===== config.mk =====
export PLATFORM = sky130hd
export DESIGN_NAME = uart_rx_frame_ctrl
export DESIGN_NICKNAME = d
export VERILOG_FILES = /design/src/rtl/uart_rx_frame_ctrl.sv
export SDC_FILE = /design/constraint.sdc
export NUM_CORES = 1
export LEC_CHECK = 0
export ABC_AREA = 0
export ABC_CLOCK_PERIOD_IN_PS = 3110
export CORE_MARGIN = 3
export CORE_UTILIZATION = 55
export CTS_BUF_LIST = sky130_fd_sc_hd__clkbuf_16
export DETAILED_ROUTE_END_ITERATION = 12
export GPL_TIMING_DRIVEN = 0
export PLACE_DENSITY = 0.7
export SLEW_MARGIN = 30
export SYNTH_ARGS = -nofsm -noshare
export SYNTH_HDL_FRONTEND = slang
export SYNTH_SLANG_ARGS = --single-unit

===== constraint.sdc =====
create_clock -name clk -period 3.11 [get_ports clk]
set_input_delay 0.933 -clock clk [delete_from_list [all_inputs] [get_ports clk]]
set_output_delay 0.933 -clock clk [all_outputs]
set_load 0.02 [all_outputs]

===== src/rtl/uart_rx_frame_ctrl.sv =====
// uart_rx_frame_ctrl
//
// Turns the byte stream from a UART receiver into validated command frames.
// Frame layout on the wire: SYNC_BYTE, LEN, LEN payload bytes, CSUM, where
// CSUM = LEN ^ payload[0] ^ ... ^ payload[LEN-1]. The payload is held in a
// local buffer and is only written to the downstream FIFO once the checksum
// matches, so a corrupted frame never leaks partial data downstream.
//
// Ports
//   clk         system clock
//   rst         asynchronous, active-low reset
//   b_tick      16x baud tick (one clk wide), reused for the inter-byte timeout
//   rx_data     received byte, valid while rx_done is high
//   rx_done     one-clk strobe, a byte has been received
//   fifo_full   downstream FIFO cannot accept a write
//   fifo_push   FIFO write strobe
//   fifo_wdata  payload byte written to the FIFO
//   frame_ok    one-clk pulse after the last byte of a frame has been pushed
//   frame_err   one-clk pulse when a frame is dropped or a byte is lost
//   err_code    cause of the latest error (0 length, 1 checksum, 2 timeout,
//               3 overrun); holds its value between errors
//   err_cnt     total error count, saturating at 255
//   ctrl_busy   high whenever the controller is not hunting for a sync byte
module uart_rx_frame_ctrl #(
  parameter logic [7:0] SYNC_BYTE     = 8'hAA,
  parameter int         MAX_LEN       = 16,
  parameter int         TIMEOUT_TICKS = 480
) (
  input  logic       clk,
  input  logic       rst,
  input  logic       b_tick,
  input  logic [7:0] rx_data,
  input  logic       rx_done,
  input  logic       fifo_full,
  output logic       fifo_push,
  output logic [7:0] fifo_wdata,
  output logic       frame_ok,
  output logic       frame_err,
  output logic [1:0] err_code,
  output logic [7:0] err_cnt,
  output logic       ctrl_busy
);

  // IDX_W holds a length 0..MAX_LEN; PTR_W addresses the payload buffer.
  localparam int         IDX_W     = $clog2(MAX_LEN + 1);
  localparam int         PTR_W     = (MAX_LEN > 1) ? $clog2(MAX_LEN) : 1;
  localparam logic [7:0] MAX_LEN_B = 8'(MAX_LEN);
  localparam logic [15:0] TMO_LIM  = 16'(TIMEOUT_TICKS);

  localparam logic [1:0] E_LEN  = 2'd0;
  localparam logic [1:0] E_CSUM = 2'd1;
  localparam logic [1:0] E_TMO  = 2'd2;
  localparam logic [1:0] E_OVR  = 2'd3;

  typedef enum logic [2:0] {
    S_HUNT,
    S_LEN,
    S_PAYLOAD,
    S_CSUM,
    S_FLUSH
  } state_t;

  state_t           state;
  logic [IDX_W-1:0] len_q;
  logic [7:0]       xor_q;
  logic [PTR_W-1:0] wr_idx;
  logic [PTR_W-1:0] rd_idx;
  logic [15:0]      tmo_cnt;
  logic             tmo_hit;

  logic [7:0] buf_mem [MAX_LEN];

  function automatic logic [7:0] sat_inc(input logic [7:0] c);
    return (c == 8'hFF) ? c : c + 8'd1;
  endfunction

  // True when idx addresses the final byte of a len-byte payload.
  function automatic logic is_last(input logic [PTR_W-1:0] idx,
                                   input logic [IDX_W-1:0] len);
    return (IDX_W'(idx) + IDX_W'(1)) == len;
  endfunction

  // A byte arriving in the same cycle always wins over the timeout.
  assign tmo_hit = ((state == S_LEN) || (state == S_PAYLOAD) || (state == S_CSUM)) &&
                   !rx_done && (tmo_cnt == TMO_LIM);

  assign fifo_push  = (state == S_FLUSH) && !fifo_full;
  assign fifo_wdata = (state == S_FLUSH) ? buf_mem[rd_idx] : 8'h00;
  assign ctrl_busy  = (state != S_HUNT);

  always_ff @(posedge clk or negedge rst) begin
    if (!rst) begin
      state     <= S_HUNT;
      len_q     <= '0;
      xor_q     <= '0;
      wr_idx    <= '0;
      rd_idx    <= '0;
      tmo_cnt   <= '0;
      frame_ok  <= 1'b0;
      frame_err <= 1'b0;
      err_code  <= '0;
      err_cnt   <= '0;
    end else begin
      frame_ok  <= 1'b0;
      frame_err <= 1'b0;

      // Inter-byte timer: restarts on every byte; states that do not time
      // out hold it at zero so each timed state is entered with a clean count.
      if (rx_done) begin
        tmo_cnt <= '0;
      end else if (b_tick) begin
        tmo_cnt <= tmo_cnt + 16'd1;
      end

      case (state)
        S_HUNT: begin
          tmo_cnt <= '0;
          if (rx_done && (rx_data == SYNC_BYTE)) begin
            state <= S_LEN;
          end
        end

        S_LEN: begin
          if (rx_done) begin
            if ((rx_data == 8'h00) || (rx_data > MAX_LEN_B)) begin
              frame_err <= 1'b1;
              err_code  <= E_LEN;
              err_cnt   <= sat_inc(err_cnt);
              state     <= S_HUNT;
            end else begin
              len_q  <= rx_data[IDX_W-1:0];
              xor_q  <= rx_data;
              wr_idx <= '0;
              state  <= S_PAYLOAD;
            end
          end else if (tmo_hit) begin
            frame_err <= 1'b1;
            err_code  <= E_TMO;
            err_cnt   <= sat_inc(err_cnt);
            state     <= S_HUNT;
          end
        end

        S_PAYLOAD: begin
          if (rx_done) begin
            xor_q  <= xor_q ^ rx_data;
            wr_idx <= wr_idx + PTR_W'(1);
            if (is_last(wr_idx, len_q)) begin
              state <= S_CSUM;
            end
          end else if (tmo_hit) begin
            frame_err <= 1'b1;
            err_code  <= E_TMO;
            err_cnt   <= sat_inc(err_cnt);
            state     <= S_HUNT;
          end
        end

        S_CSUM: begin
          if (rx_done) begin
            if (rx_data == xor_q) begin
              rd_idx <= '0;
              state  <= S_FLUSH;
            end else begin
              frame_err <= 1'b1;
              err_code  <= E_CSUM;
              err_cnt   <= sat_inc(err_cnt);
              state     <= S_HUNT;
            end
          end else if (tmo_hit) begin
            frame_err <= 1'b1;
            err_code  <= E_TMO;
            err_cnt   <= sat_inc(err_cnt);
            state     <= S_HUNT;
          end
        end

        S_FLUSH: begin
          tmo_cnt <= '0;
          if (!fifo_full) begin
            rd_idx <= rd_idx + PTR_W'(1);
            if (is_last(rd_idx, len_q)) begin
              frame_ok <= 1'b1;
              state    <= S_HUNT;
            end
          end
          // A byte arriving while the buffer drains has nowhere to go.
          if (rx_done) begin
            frame_err <= 1'b1;
            err_code  <= E_OVR;
            err_cnt   <= sat_inc(err_cnt);
          end
        end

        default: state <= S_HUNT;
      endcase
    end
  end

  // Payload storage carries no reset; it is only read back in FLUSH after
  // every slot of the current frame has been written.
  always_ff @(posedge clk) begin
    if ((state == S_PAYLOAD) && rx_done) begin
      buf_mem[wr_idx] <= rx_data;
    end
  end

endmodule


==> metrics.txt <==
run status finished, violations left; failing checks setup timing; mapped cell area 7964 µm²; pin count of the biggest net entering global routing 50; LEAKAGE 3.397 nW; Clock Power Share 42.1%; die area 15,960 µm²; Final Hold Vio Count 0; WP data required 2180 ps; fraction of registers with async set or reset after synthesis 28.89%; FILL cells 994; Synth area leader edfxtp_1; syn nets 560; Ports 35; most instantiated cells after synthesis edfxtp_1, dfrtp_1, mux4_2; Hold WS 305.1 ps; Root Driver clkbuf_16; Sw Share 21.11%; Routed WL 16.55 mm; Unique masters post-synth 52; share of the synthesized area in the top cell type 48.26%; Max Clock Freq 293.9 MHz; Pre-antenna DRT Iters 5; flops & latches, synth 180; crit path DAT 2470 ps; Initial Utilization 56.71%; gpl congestion 0.7956; slew margin rel. 48.44%; CTS tree yes; Net count, final 624; diode count 0; post-synthesis sequential area ratio 64.60%; dpl hpwl 10.99 mm; PnR worst setup slack -292.9 ps; Tot GR Track Use 21.87%; Routed Antenna Nets 0; Syn Inst Count 539; I/O Buffers 33; area of the multi-input gates 2691 µm²; sequential share of power 52.1%; Worst Hold Class primary input to async pin; CP Launch Type flop; CTS H-tree depth 4; crit path kind flop to output pin; RSZ-0062 raised after global routing yes; Final Max Slew Viols 0; Iter 0 DRT Violations 471; Crit Path Max Fanout 7; CTS max path bufs 2; vias in the first global route 4,675; Net Switching 0.001069 W; worst-skew pair later-pin latency 430 ps; count leader, synth edfxtp_1; Die Ht 126.3 µm; Primary FF master, synth edfxtp_1; min cycle time layout 3403 ps; Core Rows 43; critical path endpoint category output pin; CTS sink cnt 180; Setup WS pre-CTS -836.1 ps; Worst Tran Pin Value 773.4 ps; Core Footprint 14,040 µm²; number of vias per cell 5.987; total congestion overflow 0; final worst clock skew 9.065 ps; Num CTS Buffers 17; DIE WIDTH 126.3 µm; first-pass GRT wire length 26.30 mm; Comb power frac 5.8%; layout cells sized above 1 21.75%; synthesized area per cell 14.78 µm²; drt wl/cell 20.79 µm; sequential cell area 5146 µm²; Pwr per Cell Area 542.0 nW/µm²; initial antenna violation count 0; Post-synth EDFFs 128; final period utilization 109.4%; vias 4,766; YS warnings 0; max-cap check violation count 0; CP Cell Sequence buf_12 -> buf_12 -> mux4_2 -> mux4_2 -> and2_4 -> buf_6; Reg clk slew, reported paths 60 ps; Critical Path Max Stage Delay 560 ps; worst vdd ir 0.0004407 V; internal power 0.003996 W; Final setup viols 8; DR DRC count 0; Area growth syn-to-layout 17.34%; # hold bufs at CTS 0; slowest stage cell, crit path mux4_2; top post-synthesis cells by area edfxtp_1, dfrtp_1, mux4_2, xnor2_1, nand3_1
[final cells by class]
cell class,count,share of cell area [%]
Tap cell,180,2.410
Clock inverter,15,1.781
Multi-Input combinational cell,323,28.80
Inverter,8,0.3213
Buffer,27,2.062
Clock buffer,17,4.552
Timing Repair Buffer,46,5.007
Sequential cell,180,55.07
[placed cells by master (no fill, tap or decap), types with 12 or more instances in the layout]
cell               n
edfxtp_1         128
dfrtp_1           51
mux4_2            40
nand2_1           36
nor2_1            30
nand3_1           29
o21ai_0           20
a21oi_1           20
xnor2_1           19
clkbuf_16         17
xor2_1            16
and2_1            15
and3_1            14
clkdlybuf4s50_1   14
buf_6             12
[sequential cells by signal (all words and copies together) (netlist names)]
register	count
frame_err	1
err_code	2
buf_mem	128
rd_idx	4
xor_q	8
state	3
wr_idx	4
frame_ok	1
len_q	5
err_cnt	8
tmo_cnt	16
[power by group through the flow]
stage | logic [W] | registers, W | clock network, W
3_5_place_dp | 0.000271 | 0.00269 | 0
6_report | 0.000294 | 0.00264 | 0.00213
5_1_grt | 0.000322 | 0.00264 | 0.00225
4_1_cts | 0.000298 | 0.00264 | 0.00216
2_1_floorplan | 0.000143 | 0.00269 | 0
3_3_place_gp | 0.000260 | 0.00269 | 0
[through the flow]
| stage | total power, W | cell area [µm²] | instances | utilization [%] | setup TNS [ps] |
|---|---|---|---|---|---|
| 2_1_floorplan | 0.002834 | 7964 | 539 | - | 0 |
| 3_3_place_gp | 0.002945 | 8519 | 752 | 60.67 | -66950 |
| 3_5_place_dp | 0.002958 | 8544 | 753 | 60.85 | -51750 |
| 4_1_cts | 0.005100 | 9321 | 793 | 66.38 | -2605 |
| 5_1_grt | 0.005214 | 9345 | 796 | 66.55 | -2642 |
| 6_report | 0.005065 | 9345 | 796 | 66.55 | -2154 |
[critical path, delay by kind of cell, from the launching register on]
family | cells | cell delay [ps]
multiplexers | 2 | 1060
buffers and inverters | 3 | 420
AND/OR/NAND/NOR | 1 | 180
flip-flops | 1 | 400
[routing by layer]
metal,up-vias,share of wire [%],track usage (%)
li1,2181,-,-
met2,172,50,35.40
met4,0,1.6,6.498
met1,2397,42,30.58
met3,16,5.7,4.505
met5,-,0,0
[worst paths after layout]
kind                            start  depth (start not counted)              to  slack, ps
max                         rd_idx[0]                          6   fifo_wdata[7]       -290
min                               rst                          1       rd_idx[3]        310
max reg2reg                  state[1]                          7  buf_mem[12][2]        290
min reg2reg                err_cnt[2]                          1      err_cnt[2]        510
max in group asynchronous         rst                          2      tmo_cnt[8]       2370
min in group clk           err_cnt[2]                          1      err_cnt[2]        510
[cell families (layout without fill, tap and decap cells)]
family	Yosys count	count (layout)	share of synthesized area (%)
buf+inv	36	113	1.917
mux	46	46	12.10
flops	180	180	64.60
compound gates	66	66	5.185
xor+xnor	35	35	3.849
fa+ha+maj	8	8	1.257
simple gates	168	168	11.09
[timing repair]
item	CTS	global route
gates cloned	2	0
gates resized for setup	83	29
buffers inserted	7	4
endpoints found under the setup margin	31	50
No activity file was read; power rests on OpenSTA's default activity.
